**src/rtl/audio_loop_pkg.sv**
```systemverilog
// Shared state encodings for the audio record/playback controller.
// state_out reports these values directly, so the enum is pinned to them.
package audio_loop_pkg;

  localparam logic [1:0] ST_IDLE   = 2'd0;
  localparam logic [1:0] ST_RECORD = 2'd1;
  localparam logic [1:0] ST_PLAY   = 2'd2;

  typedef enum logic [1:0] {
    IDLE   = ST_IDLE,
    RECORD = ST_RECORD,
    PLAY   = ST_PLAY
  } state_t;

endpackage

```
**src/rtl/audio_rd_pipe.sv**
```systemverilog
// Valid-bit shift register that tracks BRAM reads in flight.
// The output asserts LATENCY cycles after a push; a flush drops everything in flight.
module audio_rd_pipe #(
  parameter int LATENCY = 2
) (
  input  logic clk_in,
  input  logic rst_in,
  input  logic flush_in,
  input  logic push_in,
  output logic valid_out
);

  logic [LATENCY-1:0] pipe_q;
  logic [LATENCY-1:0] pipe_d;

  // Flush wins over a push in the same cycle.
  always_comb begin
    pipe_d = '0;
    if (!flush_in) begin
      pipe_d[0] = push_in;
      for (int i = 1; i < LATENCY; i++) begin
        pipe_d[i] = pipe_q[i-1];
      end
    end
  end

  always_ff @(posedge clk_in) begin
    if (rst_in) begin
      pipe_q <= '0;
    end else begin
      pipe_q <= pipe_d;
    end
  end

  assign valid_out = pipe_q[LATENCY-1];

endmodule

```
**src/rtl/audio_loop_ctrl.sv**
```systemverilog
// Record/playback controller for a dual-port audio BRAM: records a take, replays it once or looped.
// Define AUDIO_LOOP_VOLUME_EN to add vol_in, a right-shift attenuation applied to played samples.
module audio_loop_ctrl
  import audio_loop_pkg::*;
#(
  parameter int WIDTH        = 8,
  parameter int DEPTH        = 40000,
  parameter int READ_LATENCY = 2,
  parameter int ADDR_W       = $clog2(DEPTH),
  parameter int LEN_W        = $clog2(DEPTH + 1)
) (
  input  logic              clk_in,
  input  logic              rst_in,
  input  logic              rec_start_in,
  input  logic              play_start_in,
  input  logic              stop_in,
  input  logic              loop_in,
  input  logic [WIDTH-1:0]  sample_in,
  input  logic              sample_valid_in,
  input  logic              tick_in,
`ifdef AUDIO_LOOP_VOLUME_EN
  input  logic [2:0]        vol_in,
`endif
  output logic [ADDR_W-1:0] bram_wr_addr_out,
  output logic [WIDTH-1:0]  bram_wr_data_out,
  output logic              bram_we_out,
  output logic [ADDR_W-1:0] bram_rd_addr_out,
  input  logic [WIDTH-1:0]  bram_rd_data_in,
  output logic [WIDTH-1:0]  sample_out,
  output logic              sample_valid_out,
  output logic [1:0]        state_out,
  output logic [LEN_W-1:0]  length_out,
  output logic              full_out,
  output logic              done_out
);

  localparam logic [ADDR_W-1:0] LAST_ADDR = ADDR_W'(DEPTH - 1);
  localparam logic [LEN_W-1:0]  FULL_LEN  = LEN_W'(DEPTH);

  state_t             state_q, state_d;
  logic [ADDR_W-1:0]  wr_addr_q, wr_addr_d;
  logic [ADDR_W-1:0]  rd_addr_q, rd_addr_d;
  logic [LEN_W-1:0]   length_q, length_d;
  logic               full_q, full_d;
  logic               done_q, done_d;
  logic [WIDTH-1:0]   hold_q, hold_d;

  logic               wr_en;
  logic               issue;
  logic               flush;
  logic               capture;
  logic               end_of_take;
  logic [LEN_W-1:0]   written_len;
  logic [WIDTH-1:0]   rd_sample;

  assign wr_en       = (state_q == RECORD) && sample_valid_in;
  assign written_len = LEN_W'(wr_addr_q) + LEN_W'(wr_en);
  assign end_of_take = (LEN_W'(rd_addr_q) + LEN_W'(1)) == length_q;

  // Stop beats both starts, record beats play; done, state and length all update on the same edge.
  always_comb begin
    state_d   = state_q;
    wr_addr_d = wr_addr_q;
    rd_addr_d = rd_addr_q;
    length_d  = length_q;
    full_d    = full_q;
    done_d    = 1'b0;
    issue     = 1'b0;
    flush     = 1'b0;
    case (state_q)
      IDLE: begin
        if (!stop_in && rec_start_in) begin
          state_d   = RECORD;
          wr_addr_d = '0;
          full_d    = 1'b0;
        end else if (!stop_in && play_start_in && (length_q != '0)) begin
          state_d   = PLAY;
          rd_addr_d = '0;
        end
      end
      RECORD: begin
        if (stop_in) begin
          state_d   = IDLE;
          length_d  = written_len;
          full_d    = wr_en && (wr_addr_q == LAST_ADDR);
          done_d    = 1'b1;
          wr_addr_d = '0;
        end else if (rec_start_in) begin
          wr_addr_d = '0;
          full_d    = 1'b0;
        end else if (wr_en) begin
          if (wr_addr_q == LAST_ADDR) begin
            state_d   = IDLE;
            length_d  = FULL_LEN;
            full_d    = 1'b1;
            done_d    = 1'b1;
            wr_addr_d = '0;
          end else begin
            wr_addr_d = wr_addr_q + ADDR_W'(1);
          end
        end
      end
      PLAY: begin
        if (stop_in) begin
          state_d   = IDLE;
          done_d    = 1'b1;
          flush     = 1'b1;
          rd_addr_d = '0;
        end else if (rec_start_in) begin
          state_d   = RECORD;
          wr_addr_d = '0;
          full_d    = 1'b0;
          flush     = 1'b1;
          rd_addr_d = '0;
        end else if (tick_in) begin
          issue = 1'b1;
          if (end_of_take) begin
            rd_addr_d = '0;
            if (!loop_in) begin
              state_d = IDLE;
              done_d  = 1'b1;
            end
          end else begin
            rd_addr_d = rd_addr_q + ADDR_W'(1);
          end
        end
      end
      default: state_d = IDLE;
    endcase
  end

  audio_rd_pipe #(
    .LATENCY (READ_LATENCY)
  ) u_rd_pipe (
    .clk_in    (clk_in),
    .rst_in    (rst_in),
    .flush_in  (flush),
    .push_in   (issue),
    .valid_out (capture)
  );

`ifdef AUDIO_LOOP_VOLUME_EN
  assign rd_sample = bram_rd_data_in >> vol_in;
`else
  assign rd_sample = bram_rd_data_in;
`endif

  // The captured sample is shown in its strobe cycle and held in hold_q afterwards.
  always_comb begin
    hold_d = hold_q;
    if (capture) begin
      hold_d = rd_sample;
    end
  end

  always_ff @(posedge clk_in) begin
    if (rst_in) begin
      state_q   <= IDLE;
      wr_addr_q <= '0;
      rd_addr_q <= '0;
      length_q  <= '0;
      full_q    <= 1'b0;
      done_q    <= 1'b0;
      hold_q    <= '0;
    end else begin
      state_q   <= state_d;
      wr_addr_q <= wr_addr_d;
      rd_addr_q <= rd_addr_d;
      length_q  <= length_d;
      full_q    <= full_d;
      done_q    <= done_d;
      hold_q    <= hold_d;
    end
  end

  assign bram_wr_addr_out = wr_addr_q;
  assign bram_wr_data_out = sample_in;
  assign bram_we_out      = wr_en;
  assign bram_rd_addr_out = rd_addr_q;
  assign sample_out       = capture ? rd_sample : hold_q;
  assign sample_valid_out = capture;
  assign state_out        = state_q;
  assign length_out       = length_q;
  assign full_out         = full_q;
  assign done_out         = done_q;

endmodule

```
**config.mk**
```make
export PLATFORM = sky130hd
export DESIGN_NAME = audio_loop_ctrl
export DESIGN_NICKNAME = d
export VERILOG_FILES = /design/src/rtl/audio_loop_pkg.sv /design/src/rtl/audio_rd_pipe.sv /design/src/rtl/audio_loop_ctrl.sv
export SDC_FILE = /design/constraint.sdc
export NUM_CORES = 1
export LEC_CHECK = 0
export BUFFER_PORTS_ARGS = -buffer_cell sky130_fd_sc_hd__buf_4
export CORE_ASPECT_RATIO = 1.2
export CORE_MARGIN = 1
export CORE_UTILIZATION = 50
export DETAILED_ROUTE_END_ITERATION = 16
export PLACE_DENSITY = 0.72
export SLEW_MARGIN = 40
export SYNTH_ARGS = -nofsm -noshare
export SYNTH_HDL_FRONTEND = slang
export SYNTH_HIERARCHICAL = 1
export SYNTH_SLANG_ARGS = --single-unit
```
**constraint.sdc**
```tcl
create_clock -name clk_in -period 4.8 [get_ports clk_in]
set_input_delay 0.24 -clock clk_in [delete_from_list [all_inputs] [get_ports clk_in]]
set_output_delay 0.24 -clock clk_in [all_outputs]
set_load 0.02 [all_outputs]
```
* Word-level counts from Yosys, hierarchy flattened
Index checks and enable logic that the tools add are counted.
W data, S select, Z words.
** Word-level totals
- Register bits after elaboration :: 62
- Output and inout bits :: 70
- Bits of input ports :: 24
- Logic and storage cells :: 105
** Operators by class
- Add/subtract/negate cells :: 3
- Equality and inequality tests :: 19
- Bitwise operators :: 1
- Multiplexer cells :: 54
- Reductions and logical operators :: 19
** Operator list (count)
- $mux W16 :: 17
- $pmux W16 S3 :: 1
- $add A16 B1 Y16 const B :: 2
- $pmux W16 S2 :: 1
- $mux W2 :: 11
- $mux W1 :: 20
- $add A16 B1 Y16 :: 1
- $eq A16 B16 Y1 :: 1
- $eq A16 B16 Y1 const B :: 1
- $ne A4 B4 Y1 const B :: 4
- $reduce_bool A16 Y1 :: 1
- $ne A2 B2 Y1 const B :: 5
- $ne A3 B3 Y1 const B :: 3
- $mux W8 :: 1
- $reduce_and A4 Y1 :: 2
- $reduce_and A7 Y1 :: 1
- $pmux W2 S3 :: 1
- $reduce_and A6 Y1 :: 1
- $reduce_bool A2 Y1 :: 3
- $logic_and A1 B1 Y1 :: 5
- $reduce_and A5 Y1 :: 1
- $reduce_or A5 Y1 :: 1
- $ne A4 B3 Y1 const B :: 1
- $ne A3 B2 Y1 const B :: 1
- other kinds (10) :: 10

* Depth between registers and ports, before layout
- Depth in word-level cells :: 7
- Depth in mapped cells :: 12
- Gate-level depth less buffers :: 12

* Hierarchy
The synthesis kept the hierarchy.
** By module, submodules not included
- audio_loop_ctrl :: seq. area each 1201.2 µm², instances 1, cells an instance 457, area an instance 3738.6 µm²
- audio_rd_pipe :: seq. area each 40.0 µm², instances 1, cells an instance 4, area an instance 55.1 µm²

* Worst setup path after synthesis
OpenSTA, ideal clock, no wires.
- Kind :: register -> register
- From :: register rd_addr_q[0], in the netlist bram_rd_addr_out[0]
- To :: register rd_addr_q[12], in the netlist bram_rd_addr_out[12]
- Clock period less this slack :: 2.866 ns
- Cell stages (with the launch flop) :: 10
- Data required time :: 4.672 ns
- Slack :: 1.934 ns
- Path buffers :: 1
- Arrival :: 2.738 ns
- Library setup time :: 0.128 ns
- Cell sequence :: dfxtp_1 ha_1 nand3_4 or4_1 a2111o_1 nor4_4 nand4_4 buf_6 a32oi_2 o31ai_1
** On the way
- Longest elaborated chain between the ends :: 7
** Ends and longest elaborated chain
- start: declaration :: line audio_loop_ctrl.sv:42 : logic [ADDR_W-1:0] rd_addr_q, rd_addr_d;
- start signal: assignment :: line audio_loop_ctrl.sv:168 : rd_addr_q <= rd_addr_d;
- $add A16 B1 Y16 (*) :: line audio_loop_ctrl.sv:58, audio_loop_ctrl.sv:124
- $eq A16 B16 Y1 :: line audio_loop_ctrl.sv:58 : assign end_of_take = (LEN_W'(rd_addr_q) + LEN_W'(1)) == length_q;
- $mux W16 (*) :: line audio_loop_ctrl.sv:117 : if (end_of_take) begin
- $mux W16 (*) :: line audio_loop_ctrl.sv:115 : end else if (tick_in) begin
- $mux W16 (*) :: line audio_loop_ctrl.sv:109 : end else if (rec_start_in) begin
- $mux W16 (*) :: line audio_loop_ctrl.sv:104 : if (stop_in) begin
- $pmux W16 S2 (*) :: line audio_loop_ctrl.sv:70 : case (state_q)
Mark *: on every way between the ends. The rest lies on a longest branch, timed or not. The select of a mux whose other input is x is not followed.
A chain may end at the register's enable or synchronous reset.

* Worst setup path after layout
Ends and elaborated chain as after synthesis.

==> run_results.csv <==
group,metric,value,unit
status,status,"finished clean",
drt,firstDrtPassIters,5,
die,pin_count,94,
sta,fin_setup_tns,0,ns
synthesis,synth_nets,493,
layout,finalInstanceArea,4500,sq um
layout,multi_input_area,2310,sq um
drt,wl_per_cell,16.4,um
global_route,grt_max_degree,58,
layout,antenna_cells,0,
sta,setup_viol,0,
die,die_h,97.4,um
placement,place_ws,1.66,ns
placement,post_dp_cell_area,4280,sq um
global_route,grt_overflow,0,
synthesis,synth_seq_cells,62,
clock_network,post_cts_buffers,0,
global_route,grt_use_total,26.1,%
sta,layout_setup_ws,1.64,ns
min_path,hold_path_class,"in -> reg",
synthesis,ys.flop_type,"dfxtp_1",
die,rows,34,
die,initial_core_util,51.8,%
clock_network,numCtsBuffers,9,
layout,register_area,1240,sq um
synthesis,ys_warn_count,6,
drt,via_count,3608,
setup_path,start_kind,"flop",
setup_path,cp.required,5.01,ns
synthesis,synth_top_cell_area_share,32.7,%
drt,first_iter_violations,162,
power_and_ir_drop,leakagePower,1.69,nW
drt,drcViolationCount,0,
die,die_w,81.5,um
synthesis,synth_cell_type_count,55,
sta,finalCritPeriodShare,65.9,%
synthesis,synth-async-reset-ratio,0,%
global_route,antenna_found_initial,0,
synthesis,syn-cell-area,3790,sq um
global_route,grt_util_met3,3.38,%
clock_network,cts.repair.resized,0,
drt,ant_nets,0,
sta,min_period,3.16,ns
power_and_ir_drop,peakVddDrop,0.233,mV
clock_network,cts_num_sinks,62,
sta,maxSlewViolCount,0,
power_and_ir_drop,powerDensity,264,nW/um^2
clock_network,cts.path.max_buffers,2,
synthesis,syn-instance-count,461,
layout,postLayoutCoreUtil,61.5,%
die,dieArea,7940,sq um
setup_path,cp_max_fo,17,
synthesis,synth_common_cells,"dfxtp_1 (62), nand2_1 (38), nor2_1 (32)",
clock_network,worst_skew_pair.late_latency,0.34,ns
global_route,grt_pass1_vias,3235,
synthesis,synth_area_leaders,"dfxtp_1 (33%), xnor2_1 (6.2%), xor2_1 (4.8%), a21oi_1 (4.0%), nand3_1 (4.0%)",
layout,drive_gt1_share,21.6,%
sta,slew_headroom,51.4,%
power_and_ir_drop,power,1.19,mW
synthesis,avgSynthCellArea,8.23,sq um
placement,io_buffers,77,
setup_path,crit_path_end_kind,"flop",
global_route,met2_usage,42.0,%
synthesis,synth-seq-area-share,32.7,%
clock_network,cts.clk_slew.worst_paths,0.07,ns
clock_network,cts_tree,"done",
placement,hpwl,7240,um
drt,wl,9860,um
clock_network,clockRootBuffer,"clkbuf_8",
synthesis,yosysTopAreaCell,"dfxtp_1",
die,core_area,7320,sq um
sta,tightest_slew,0.728,ns
synthesis,synth_edf_count,0,
sta,fmax,0.316,GHz
sta,skew,0.00988,ns
sta,timing.hold.ws,0.266,ns
global_route,grtUsageMet1,33.4,%
setup_path,worstPathArrival,3.38,ns
synthesis,yosysMostFrequentCell,"dfxtp_1",
layout,area_growth,18.6,%
clock_network,htree_num_levels,3,
layout,num-fill-cells,691,
job,cap_viol_max_count,0,
placement,gp_congestion,0.937,
setup_path,crit_type,"reg -> reg",
sta,hold_viol_final,0,
layout,instances_no_fill,603,
sta,rsz0062_at_grt,"no",
layout,nets,540,
global_route,grt_first_pass_wirelength,16200,um
placement,placed_cells,587,
global_route,busiest_layer,"met2",
drt,viasPerCell,5.98,
clock_network,hold_buffers,0,
==> path summary, 6_finish.rpt <==
| kind | start | end | slack, ns | cells after the start |
|---|---|---|---|---|
| worst max-delay path | bram_rd_addr_out[0]$_SDFFE_PP0P_ | bram_rd_addr_out[12]$_SDFFE_PP0P_ | 1.64 | 8 |
| worst min-delay path | bram_rd_data_in[4] | hold_q[4]$_SDFF_PP0_ | 0.27 | 3 |
| worst max register to register | bram_rd_addr_out[0]$_SDFFE_PP0P_ | bram_rd_addr_out[12]$_SDFFE_PP0P_ | 1.64 | 8 |
| worst min register to register | u_rd_pipe/pipe_q[0]$_SDFF_PP0_ | u_rd_pipe/pipe_q[1]$_SDFF_PP0_ | 0.47 | 1 |
==> registers in the layout (all words and copies together), names as in the netlist <==
register and count:
bram_rd_addr_out 16, bram_wr_addr_out 16, length_out 16, hold_q 8
state_out 2, u_rd_pipe/pipe_q 2, done_out 1, full_out 1
==> routing by layer <==
layer | share of wire (%) | vias up
met5 | 0 | -
met4 | 3.3 | 0
met3 | 6.5 | 24
met2 | 48 | 159
met1 | 42 | 1672
li1 | - | 1753
==> area by class of cell <==
class,count,share of cell area [%]
clock buffer,13,3.98
clock inverter,3,0.890
inverter,7,0.584
multi-input combinational,350,51.4
sequential,62,27.6
tap,90,2.50
timing repair buffer,78,13.0
==> worst max-delay path, cell delays in order, from the launching register on <==
cell	delay, ns
dfxtp_1	0.49
ha_1	0.34
nand3_4	0.15
or4_1	0.55
a2111o_1	0.47
nor4_4	0.22
nand4_4	0.34
nand3_2	0.37
o31ai_1	0.11
==> where the power goes <==
part | total [mW] | leakage, nW | internal, mW | switching (mW)
Combinational | 0.161 | 1.07 | 0.0521 | 0.109
Sequential | 0.529 | 0.500 | 0.521 | 0.00818
Clock | 0.500 | 0.115 | 0.295 | 0.205
==> cells by family after synthesis <==
group           after synthesis  synth area share [%]
compound gates               80                  13.6
xor+xnor                     48                  11.1
fa+ha+maj                     8                  2.64
buf+inv                      49                  6.33
flops                        62                  32.7
mux                           9                  2.64
simple gates                205                  31.0
==> placed cells by master, fill, tap and decap left out, drive strengths merged, types with 2 or more instances in the layout <==
| master | n |
|---|---|
| a21o | 2 |
| a21oi | 30 |
| a22oi | 7 |
| a32oi | 6 |
| and2 | 4 |
| and3 | 8 |
| and4 | 5 |
| and4b | 2 |
| buf | 78 |
| clkbuf | 13 |
| clkinv | 2 |
| dfxtp | 62 |
| ha | 8 |
| inv | 7 |
| mux2 | 8 |
| nand2 | 38 |
| nand2b | 10 |
| nand3 | 33 |
| nand4 | 16 |
| nor2 | 32 |
| nor2b | 8 |
| nor3 | 11 |
| nor3b | 12 |
| nor4 | 13 |
| nor4b | 5 |
| o21ai | 14 |
| o22ai | 2 |
| o31ai | 9 |
| o41ai | 2 |
| or4 | 4 |
| xnor2 | 27 |
| xor2 | 21 |
No activity file was read; power rests on OpenSTA's default activity.
